===== config.mk =====
export PLATFORM = sky130hd
export DESIGN_NAME = fnd_controller_flat
export DESIGN_NICKNAME = d
export VERILOG_FILES = /design/src/rtl/fnd_pkg.sv /design/src/rtl/fnd_if.sv /design/src/rtl/bin2bcd_seq.sv /design/src/rtl/fnd_controller.sv /design/src/flat_wrapper.sv
export SDC_FILE = /design/constraint.sdc
export NUM_CORES = 1
export LEC_CHECK = 0
export CORE_MARGIN = 3
export CORE_UTILIZATION = 52
export CTS_BUF_LIST = sky130_fd_sc_hd__clkbuf_2
export DETAILED_ROUTE_END_ITERATION = 10
export PLACE_DENSITY = 0.77
export SKIP_CTS_REPAIR_TIMING = 1
export SLEW_MARGIN = 10
export SYNTH_ARGS = -nofsm -noshare
export SYNTH_HDL_FRONTEND = slang
export SYNTH_SLANG_ARGS = --single-unit

===== constraint.sdc =====
create_clock -name clk -period 1.95 [get_ports clk]
set_clock_uncertainty 0.2 [all_clocks]
set_input_delay 0.195 -clock clk [delete_from_list [all_inputs] [get_ports clk]]
set_output_delay 0.195 -clock clk [all_outputs]
set_load 0.005 [all_outputs]

===== src/rtl/fnd_pkg.sv =====
// -----------------------------------------------------------------------------
// fnd_pkg
// Shared types, constants and helpers for the 4-digit 7-segment display path.
//   - conv_state_t : double-dabble converter states
//   - SEG_*        : active-low segment patterns {dp,g,f,e,d,c,b,a}, dp off
//   - COM_D*       : active-low one-hot anode patterns, D0 = ones digit
//   - seg_encode   : BCD nibble -> segment pattern (10..15 blank)
//   - com_encode   : digit index -> anode pattern
//   - dabble_adjust: add 3 to every BCD nibble >= 5
// -----------------------------------------------------------------------------
package fnd_pkg;

  localparam int BIN_W = 14;
  localparam int BCD_W = 16;

  typedef enum logic [1:0] {
    IDLE  = 2'd0,
    SHIFT = 2'd1,
    DONE  = 2'd2
  } conv_state_t;

  localparam logic [7:0] SEG_0     = 8'hC0;
  localparam logic [7:0] SEG_1     = 8'hF9;
  localparam logic [7:0] SEG_2     = 8'hA4;
  localparam logic [7:0] SEG_3     = 8'hB0;
  localparam logic [7:0] SEG_4     = 8'h99;
  localparam logic [7:0] SEG_5     = 8'h92;
  localparam logic [7:0] SEG_6     = 8'h82;
  localparam logic [7:0] SEG_7     = 8'hF8;
  localparam logic [7:0] SEG_8     = 8'h80;
  localparam logic [7:0] SEG_9     = 8'h90;
  localparam logic [7:0] SEG_BLANK = 8'hFF;

  localparam logic [3:0] COM_D0 = 4'b1110;
  localparam logic [3:0] COM_D1 = 4'b1101;
  localparam logic [3:0] COM_D2 = 4'b1011;
  localparam logic [3:0] COM_D3 = 4'b0111;

  function automatic logic [7:0] seg_encode(input logic [3:0] nib);
    logic [7:0] seg;
    case (nib)
      4'd0:    seg = SEG_0;
      4'd1:    seg = SEG_1;
      4'd2:    seg = SEG_2;
      4'd3:    seg = SEG_3;
      4'd4:    seg = SEG_4;
      4'd5:    seg = SEG_5;
      4'd6:    seg = SEG_6;
      4'd7:    seg = SEG_7;
      4'd8:    seg = SEG_8;
      4'd9:    seg = SEG_9;
      default: seg = SEG_BLANK;
    endcase
    return seg;
  endfunction

  function automatic logic [3:0] com_encode(input logic [1:0] idx);
    logic [3:0] com;
    case (idx)
      2'd0:    com = COM_D0;
      2'd1:    com = COM_D1;
      2'd2:    com = COM_D2;
      2'd3:    com = COM_D3;
      default: com = COM_D0;
    endcase
    return com;
  endfunction

  // A nibble >= 5 would exceed 9 after the following doubling, so pre-add 3.
  function automatic logic [BCD_W-1:0] dabble_adjust(input logic [BCD_W-1:0] bcd);
    logic [BCD_W-1:0] res;
    res = bcd;
    for (int i = 0; i < BCD_W / 4; i++) begin
      if (bcd[i*4 +: 4] >= 4'd5) begin
        res[i*4 +: 4] = bcd[i*4 +: 4] + 4'd3;
      end else begin
        res[i*4 +: 4] = bcd[i*4 +: 4];
      end
    end
    return res;
  endfunction

endpackage


===== src/rtl/fnd_if.sv =====
// -----------------------------------------------------------------------------
// fnd_if
// Bundles the counter input and the display/debug outputs of fnd_controller.
//   i_count    : 14-bit binary count from the counter stage
//   o_fnd_com  : 4-bit active-low anodes, bit0 = ones digit
//   o_fnd_data : 8-bit active-low segments {dp,g,f,e,d,c,b,a}
//   o_bcd      : 16-bit registered BCD {thousands,hundreds,tens,ones}
// master = upstream/board side, slave = fnd_controller.
// -----------------------------------------------------------------------------
interface fnd_if;
  import fnd_pkg::*;

  logic [BIN_W-1:0] i_count;
  logic [3:0]       o_fnd_com;
  logic [7:0]       o_fnd_data;
  logic [BCD_W-1:0] o_bcd;

  modport master (
    output i_count,
    input  o_fnd_com,
    input  o_fnd_data,
    input  o_bcd
  );

  modport slave (
    input  i_count,
    output o_fnd_com,
    output o_fnd_data,
    output o_bcd
  );
endinterface


===== src/rtl/bin2bcd_seq.sv =====
// -----------------------------------------------------------------------------
// bin2bcd_seq
// Free-running sequential double-dabble converter. IDLE samples and saturates
// i_bin, SHIFT performs 14 adjust+shift steps, DONE publishes the result.
// One conversion every 16 clocks; input changes during SHIFT are ignored.
// Ports:
//   clk   : system clock, rising edge
//   rst   : synchronous active-high reset
//   i_bin : 14-bit binary input
//   o_bcd : 16-bit registered BCD result
// -----------------------------------------------------------------------------
module bin2bcd_seq
  import fnd_pkg::*;
#(
  parameter int COUNT_MAX = 9999
) (
  input  logic             clk,
  input  logic             rst,
  input  logic [BIN_W-1:0] i_bin,
  output logic [BCD_W-1:0] o_bcd
);

  localparam logic [BIN_W-1:0] SAT_MAX = BIN_W'(COUNT_MAX);

  conv_state_t      state_r, state_s;
  logic [BIN_W-1:0] bin_r, bin_s;
  logic [BCD_W-1:0] scr_r, scr_s;
  logic [3:0]       cnt_r, cnt_s;
  logic [BCD_W-1:0] bcd_r, bcd_s;
  logic [BCD_W-1:0] adj_s;

  // Next-state and datapath for the converter FSM.
  always_comb begin
    state_s = state_r;
    bin_s   = bin_r;
    scr_s   = scr_r;
    cnt_s   = cnt_r;
    bcd_s   = bcd_r;
    adj_s   = dabble_adjust(scr_r);
    case (state_r)
      IDLE: begin
        if (i_bin > SAT_MAX) begin
          bin_s = SAT_MAX;
        end else begin
          bin_s = i_bin;
        end
        scr_s   = 16'h0000;
        cnt_s   = 4'd14;
        state_s = SHIFT;
      end
      SHIFT: begin
        // {scratch,bin} << 1 after the nibble adjust
        scr_s = {adj_s[BCD_W-2:0], bin_r[BIN_W-1]};
        bin_s = {bin_r[BIN_W-2:0], 1'b0};
        cnt_s = cnt_r - 4'd1;
        if (cnt_r == 4'd1) begin
          state_s = DONE;
        end else begin
          state_s = SHIFT;
        end
      end
      DONE: begin
        bcd_s   = scr_r;
        state_s = IDLE;
      end
      default: begin
        state_s = IDLE;
      end
    endcase
  end

  // Converter state and datapath registers.
  always_ff @(posedge clk) begin
    if (rst) begin
      state_r <= IDLE;
      bin_r   <= 14'd0;
      scr_r   <= 16'h0000;
      cnt_r   <= 4'd0;
      bcd_r   <= 16'h0000;
    end else begin
      state_r <= state_s;
      bin_r   <= bin_s;
      scr_r   <= scr_s;
      cnt_r   <= cnt_s;
      bcd_r   <= bcd_s;
    end
  end

  assign o_bcd = bcd_r;

endmodule


===== src/rtl/fnd_controller.sv =====
// -----------------------------------------------------------------------------
// fnd_controller
// Converts a 14-bit count to BCD (bin2bcd_seq) and time-multiplexes the four
// digits onto a common-anode 7-segment display.
// Ports:
//   clk     : system clock, rising edge
//   rst     : synchronous active-high reset
//   fnd_bus : fnd_if.slave (i_count in; o_fnd_com, o_fnd_data, o_bcd out)
// Parameters: SYS_CLK_HZ, SCAN_HZ (SYS_CLK_HZ/SCAN_HZ >= 2), COUNT_MAX.
// Optional: define FND_LZB_EN for leading-zero blanking of digits 3..1.
// -----------------------------------------------------------------------------
module fnd_controller
  import fnd_pkg::*;
#(
  parameter int SYS_CLK_HZ = 100_000_000,
  parameter int SCAN_HZ    = 1000,
  parameter int COUNT_MAX  = 9999
) (
  input  logic clk,
  input  logic rst,
  fnd_if.slave fnd_bus
);

  localparam int              SCAN_DIV = SYS_CLK_HZ / SCAN_HZ;
  localparam int              PRE_W    = $clog2(SCAN_DIV);
  localparam logic [PRE_W-1:0] PRE_LAST = PRE_W'(SCAN_DIV - 1);

  logic [BCD_W-1:0] bcd_s;
  logic [PRE_W-1:0] pre_r;
  logic [1:0]       idx_r;
  logic             tick_s;
  logic [3:0]       nib_s;
  logic             blank_s;
  logic [7:0]       data_s;
  logic [3:0]       com_s;
  logic [3:0]       com_r;
  logic [7:0]       data_r;

  bin2bcd_seq #(
    .COUNT_MAX (COUNT_MAX)
  ) u_bin2bcd (
    .clk   (clk),
    .rst   (rst),
    .i_bin (fnd_bus.i_count),
    .o_bcd (bcd_s)
  );

  assign tick_s = (pre_r == PRE_LAST);

  // Scan prescaler and digit index.
  always_ff @(posedge clk) begin
    if (rst) begin
      pre_r <= {PRE_W{1'b0}};
      idx_r <= 2'd0;
    end else if (tick_s) begin
      pre_r <= {PRE_W{1'b0}};
      idx_r <= idx_r + 2'd1;
    end else begin
      pre_r <= pre_r + {{(PRE_W-1){1'b0}}, 1'b1};
      idx_r <= idx_r;
    end
  end

  // Digit select, optional blanking and segment/anode decode.
  always_comb begin
    nib_s   = 4'd0;
    blank_s = 1'b0;
    case (idx_r)
      2'd0:    nib_s = bcd_s[3:0];
      2'd1:    nib_s = bcd_s[7:4];
      2'd2:    nib_s = bcd_s[11:8];
      2'd3:    nib_s = bcd_s[15:12];
      default: nib_s = 4'd0;
    endcase
`ifdef FND_LZB_EN
    // A digit is blank when it and every more-significant digit are zero.
    case (idx_r)
      2'd1:    blank_s = (bcd_s[15:4]  == 12'h000);
      2'd2:    blank_s = (bcd_s[15:8]  == 8'h00);
      2'd3:    blank_s = (bcd_s[15:12] == 4'h0);
      default: blank_s = 1'b0;
    endcase
`else
    blank_s = 1'b0;
`endif
    if (blank_s) begin
      data_s = SEG_BLANK;
    end else begin
      data_s = seg_encode(nib_s);
    end
    com_s = com_encode(idx_r);
  end

  // Anode and segment outputs, registered together so they never mix digits.
  always_ff @(posedge clk) begin
    if (rst) begin
      com_r  <= COM_D0;
      data_r <= SEG_0;
    end else begin
      com_r  <= com_s;
      data_r <= data_s;
    end
  end

  assign fnd_bus.o_fnd_com  = com_r;
  assign fnd_bus.o_fnd_data = data_r;
  assign fnd_bus.o_bcd      = bcd_s;

endmodule


===== src/flat_wrapper.sv =====
// flat-port wrapper written by rule: the top's interface ports become plain ports
module fnd_controller_flat import fnd_pkg::*;
#(
  parameter int SYS_CLK_HZ = 100_000_000,
  parameter int SCAN_HZ    = 1000,
  parameter int COUNT_MAX  = 9999
)
  (clk, rst, fnd_bus_i_count, fnd_bus_o_fnd_com, fnd_bus_o_fnd_data, fnd_bus_o_bcd);
  fnd_if fnd_bus_i ();
  input  logic clk;
  input  logic rst;
  input wire logic [$bits(fnd_bus_i.i_count)-1:0] fnd_bus_i_count;
  output wire logic [$bits(fnd_bus_i.o_fnd_com)-1:0] fnd_bus_o_fnd_com;
  output wire logic [$bits(fnd_bus_i.o_fnd_data)-1:0] fnd_bus_o_fnd_data;
  output wire logic [$bits(fnd_bus_i.o_bcd)-1:0] fnd_bus_o_bcd;
  assign fnd_bus_i.i_count = fnd_bus_i_count;
  assign fnd_bus_o_fnd_com = fnd_bus_i.o_fnd_com;
  assign fnd_bus_o_fnd_data = fnd_bus_i.o_fnd_data;
  assign fnd_bus_o_bcd = fnd_bus_i.o_bcd;
  fnd_controller #(.SYS_CLK_HZ(SYS_CLK_HZ), .SCAN_HZ(SCAN_HZ), .COUNT_MAX(COUNT_MAX)) u_core (.clk(clk), .rst(rst), .fnd_bus(fnd_bus_i));
endmodule

# Word level (Yosys, flattened, before mapping)

Memory sizes are Yosys's and may differ from the RTL's. A register that Yosys moved wholly into a read port is not among the register bits.
Cells that the tools add are included.

Equality and inequality tests: 7
Reductions and logical operators: 4
Multiply operators: 0
Divide/modulo/power cells: 0
Multiplexer cells: 12
$add $sub $neg: 7
Order comparisons: 5
Shift operators: 0
Bitwise operators: 0

Operators with widths:

| cell                    | number |
|---|---|
| $pmux W16 S2            | 1 |
| $pmux W4 S4             | 2 |
| $pmux W14 S2            | 1 |
| $add A17 B1 Y17 const B | 1 |
| $eq A17 B17 Y1 const B  | 1 |
| $ge A4 B3 Y1 const B    | 4 |
| $gt A14 B14 Y1 const B  | 1 |
| $mux W14                | 1 |
| $add A4 B2 Y4 const B   | 3 |
| $mux W4                 | 3 |
| $pmux W4 S2             | 1 |
| $eq A2 B2 Y1 const B    | 3 |
| $eq A2 B1 Y1 const B    | 2 |
| $eq A4 B1 Y1 const B    | 1 |
| $logic_not A2 Y1        | 2 |
| $pmux W2 S2             | 1 |
| $sub A4 B1 Y4 const B   | 1 |
| $add A3 B2 Y3 const B   | 1 |
| $mux W3                 | 1 |
| $add A2 B1 Y2 const B   | 1 |
| $mux W2                 | 1 |
| $reduce_bool A2 Y1      | 1 |
| $reduce_or A2 Y1        | 1 |

Bits in writable memories: 0
Register bits after elaboration: 83
Memories: 1
Latch bits: 0
Input port bits: 16
Bits in read-only memories: 112
Output and inout bits: 28

Memory list:

| memory          | depth | bits a word | rd ports | clocked after Yosys merged registers in | write ports | RTL line      | source |
|---|---|---|---|---|---|---|---|
| (no name shown) | 16    | 7           | 1        | 1                                       | 0           | fnd_pkg.sv:41 | `case (nib)` |

# Logic depth before layout (Yosys ltp)

Word-level depth: 3
Depth in mapped cells: 9
Depth with buffers taken out: 9

# By module

From an unflattened synthesis, not the netlist that was laid out.

Cells, all modules: 457
Area, all modules: 4036.4 um2

By module, submodules not included:

| module         | seq. area each (um2) | cells each | area an instance (um2) | times used |
|---|---|---|---|---|
| bin2bcd_seq    | 1041.0               | 304        | 2593.7                 | 1 |
| fnd_controller | 600.6                | 153        | 1442.6                 | 1 |

# Worst setup path after synthesis

Ideal clock, no wire load.

Path type: reg-to-reg
From: reg u_core.idx_r[0]
To: reg u_core.data_r[3], in the netlist u_core.fnd_bus.o_fnd_data[3]
Path slack: -0.140 ns
Arrival time: 1.758 ns
Period minus slack after synthesis: 2.090 ns
Path buffers: 1
Cell stages (with the launch flop): 9
Library setup time: 0.132 ns
Data required time: 1.618 ns
Cells stage by stage: dfxtp_1 > inv_1 > ha_1 > clkbuf_1 > mux2i_1 > inv_1 > ha_1 > o21ai_0 > a21oi_1

Cells in the longest elaborated chain, start to end: 2

Ends and longest elaborated chain:

| element                                    | RTL line             | source |
|---|---|---|
| start, declared                            | fnd_controller.sv:30 | `logic [1:0] idx_r;` |
| start signal, assigned                     | fnd_controller.sv:57 | `idx_r <= idx_r + 2'd1;` |
| start signal, assigned                     | fnd_controller.sv:60 | `idx_r <= idx_r;` |
| $eq A2 B2 Y1, or another cell as far along | fnd_controller.sv:68 | `case (idx_r)` |
| $pmux W4 S4 *                              | fnd_controller.sv:68 |  |
| end, declared                              | fnd_controller.sv:37 | `logic [7:0] data_r;` |

Every way passes the cells marked *; elsewhere a longest branch is shown, timed or not.
A chain may end at the register's enable or synchronous reset.

# Worst setup path after layout

From: reg u_core.idx_r[1]
To: reg u_core.data_r[5], in the netlist u_core.fnd_bus.o_fnd_data[5]

Same word-level chain as after synthesis.

==> results.toml <==
[clock_tree]
clk_path_buf_depth = 2
cts_sinks = 82
cts-htree-levels = 3
cts_tree = "built"
numCtsBuffers = 9
clk_latency_ns = 0.53
cts-root-buf = "clkbuf_2"
clkTransAtPathRegs_ns = 0.25

[drt]
drt_iter0_drc = 222
ant_nets = 0
drc = 0
vias = 3318
dr.pass1.iters = 5
viasPerCell = 5.395
wl_mm = 8.926
wl_per_cell_um = 14.51

[setup_path]
setup.worst_path.start_class = "flip-flop"
timing.critical_path.from = "u_core.idx_r[1]$_SDFFE_PP0N_"
worstPathArrival_ns = 2.42
path_class = "flip-flop to flip-flop"
cp-end-kind = "flip-flop"
timing.rr.start = "u_core.idx_r[1]$_SDFFE_PP0N_"
worst-path-max-fanout = 5
rrSetupSlack_ns = -0.25
required_ns = 2.18
r2r_cells = 7
reg2reg_to = "u_core.fnd_bus.o_fnd_data[5]$_SDFF_PP0_"

[power_and_ir_drop]
ir_drop_mv = 0.4091
cellPowerDensity_nw_per_um2 = 585.1
p_leak_uw = 0.001789
total_power_uw = 2731

[synth]
yosys_register_bits = 82
avgSynthCellArea_um2 = 8.148
synthesis.area_um2 = 3756
ys_warn_count = 0
synth-seq-area-share_pct = 43.70
postSynthCellCount = 461
synth_cell_type_count = 42
syn_nets = 495

[job]
maxCapViolations = 0

[grt]
grt_start_max_net_pins = 49
grt_pass1_vias = 3037
track_usage_pct = 20.75
grt_first_pass_wirelength_mm = 14.34
antenna_found_initial = 0
overflow = 0

[place]
pre_cts_ws_ns = -0.2615
dp_hpwl_mm = 6.017
numPortBuffers = 42
routabilityCongestion = 0.8378
placement.cell_area_um2 = 4363

[floorplan]
start_util_pct = 54.38
ios = 44
fp.dieArea_um2 = 8279
fp.dieW_um = 90.99
core_um2 = 6907
rows = 30
die_h_um = 90.99

[run_status]
violations = "negative setup slack"
outcome = "finished with violations"

[finish]
final_cell_mix = "dfxtp_1 (69), nand2_1 (62), a21oi_1 (60), nor2_1 (59), clkdlybuf4s50_1 (39)"
final_layout_size_suffix_gt1_share_pct = 16.96
area_growth_syn_to_layout_pct = 24.28
design_area_um2 = 4668
nFillCells = 556
multi_input_area_um2 = 2061
antennaDiodeCount = 0
ff_latch_area_um2 = 1663
nets = 548
final_common_cell = "dfxtp_1"
post-route-util_pct = 67.59

[timing]
tightest_slew_ns = 0.5915
finalWorstSetupSlack_ns = -0.2473
rsz0062_at_grt = "true"
min_period_ns = 2.197
relSlewSlack_pct = 60.42
setup_viol_count_final = 7
hold_viol = 0
setup-tns-final_ns = -1.502
fmax_ghz = 0.4551
min_period_over_period_pct = 112.7
slew_violations = 0

[worst_hold_path]
holdCritPathClass = "primary input to flip-flop"
hold_end = "u_core.u_bin2bcd.bin_r[7]$_SDFFE_PP0P_"
hp-start = "fnd_bus_i_count[7]"
whs_path_depth = 3
==> state kept, by name, summed over array words and instances, names as in the netlist <==
name / cells
u_core.pre_r: 17
u_core.u_bin2bcd.state_r: 2
u_core.u_bin2bcd.cnt_r: 4
u_core.fnd_bus.o_fnd_data: 7
u_core.u_bin2bcd.o_bcd: 16
u_core.fnd_bus.o_fnd_com: 4
u_core.idx_r: 2
u_core.u_bin2bcd.scr_r: 16
u_core.u_bin2bcd.bin_r: 14
==> per-stage QoR <==
step | cells | hold slack, ns
CTS | 610 | -0.1998
global route | 615 | 0.04001
detailed placement | 594 | 0.2512
floorplan | 461 | 0.1572
finish | 615 | 0.07135
global placement | 594 | 0.2466
==> layer usage <==
layer,track usage (%),part of all wire (%),vias to the layer above
met1,28.09,45,1539
met4,8.291,1.7,0
met2,32.19,48,100
met3,4.557,4.7,14
li1,-,-,1665
met5,0,0,-
==> layout make-up <==
class	count	share of cell area (%)
inverters	20	1.662
clock buffers	9	0.9649
clock inverters	7	1.126
multi-input cells	332	44.14
flip-flops and latches	82	35.62
repair buffers	69	13.91
well taps	96	2.573
==> worst max-delay path, stage by stage, from the launching register on <==
cell	delay, ns
dfxtp_4	0.42
buf_6	0.12
ha_4	0.16
a222oi_1	0.46
mux2i_4	0.20
ha_1	0.26
o22ai_1	0.21
nor2_1	0.06
==> cell usage after synthesis <==
cell | instances | area, um^2
conb_1 | 1 | 3.750
mux2_2 | 1 | 11.26
a221oi_1 | 1 | 8.760
o22ai_1 | 1 | 6.260
a21o_1 | 1 | 7.510
or3_1 | 1 | 6.260
o221a_2 | 1 | 11.26
and2_1 | 4 | 25.02
nand3_1 | 12 | 60.06
o31a_1 | 1 | 8.760
ha_1 | 18 | 225.2
mux2i_1 | 8 | 80.08
o21ai_0 | 19 | 95.09
buf_8 | 1 | 15.01
nand4_2 | 1 | 12.51
or2_2 | 1 | 6.260
nor2b_1 | 2 | 12.51
nor4_2 | 1 | 12.51
nand2_2 | 1 | 6.260
xor2_1 | 15 | 131.4
nand2b_1 | 6 | 37.54
a21oi_1 | 63 | 315.3
nor4_1 | 1 | 6.260
a22oi_1 | 7 | 52.55
nand4_1 | 3 | 18.77
clkbuf_1 | 25 | 93.84
o211ai_1 | 1 | 7.510
a311oi_1 | 3 | 26.28
a222oi_1 | 4 | 40.04
nand3b_1 | 4 | 30.03
xnor2_1 | 8 | 70.07
and3_2 | 3 | 22.52
nor2_1 | 60 | 225.2
and4_2 | 1 | 10.01
and3_1 | 3 | 18.77
nor3b_1 | 4 | 30.03
dfxtp_1 | 82 | 1642
nand2_1 | 63 | 236.5
buf_4 | 1 | 7.510
or4b_1 | 1 | 10.01
inv_1 | 20 | 75.07
nor3_1 | 7 | 35.03
==> logic make-up after synthesis <==
logic type	count (synthesis)	synth area share [%]
muxes	9	2.432
other	1	0.09984
buffers and inverters	47	5.097
AOI/OAI and AO/OA	102	15.42
adders and majority gates	18	5.996
xor gates and xnor gates	23	5.363
DFF	82	43.70
and+or+nand+nor	179	21.89
==> worst max path at each step <==
stage | cells past startpoint | slack (ns) | end
floorplan | 8 | -0.04 | u_core.fnd_bus.o_fnd_data[3]$_SDFF_PP0_
global placement | 7 | -0.14 | u_core.fnd_bus.o_fnd_data[4]$_SDFF_PP0_
detailed placement | 6 | -0.26 | u_core.fnd_bus.o_fnd_data[4]$_SDFF_PP0_
CTS | 6 | -0.35 | u_core.fnd_bus.o_fnd_data[4]$_SDFF_PP0_
global route | 8 | -0.33 | u_core.fnd_bus.o_fnd_data[4]$_SDFF_PP0_
finish | 7 | -0.25 | u_core.fnd_bus.o_fnd_data[5]$_SDFF_PP0_
==> power breakdown <==
group          total, uW  switching [uW]  internal [uW]  leakage (uW)
combinational        187             102           84.9       0.00105
clock                807             629            178     0.0000626
sequential          1740            26.2           1710      0.000673
total               2730             757           1970       0.00179
Note: power is estimated with default switching activity, not from simulation.
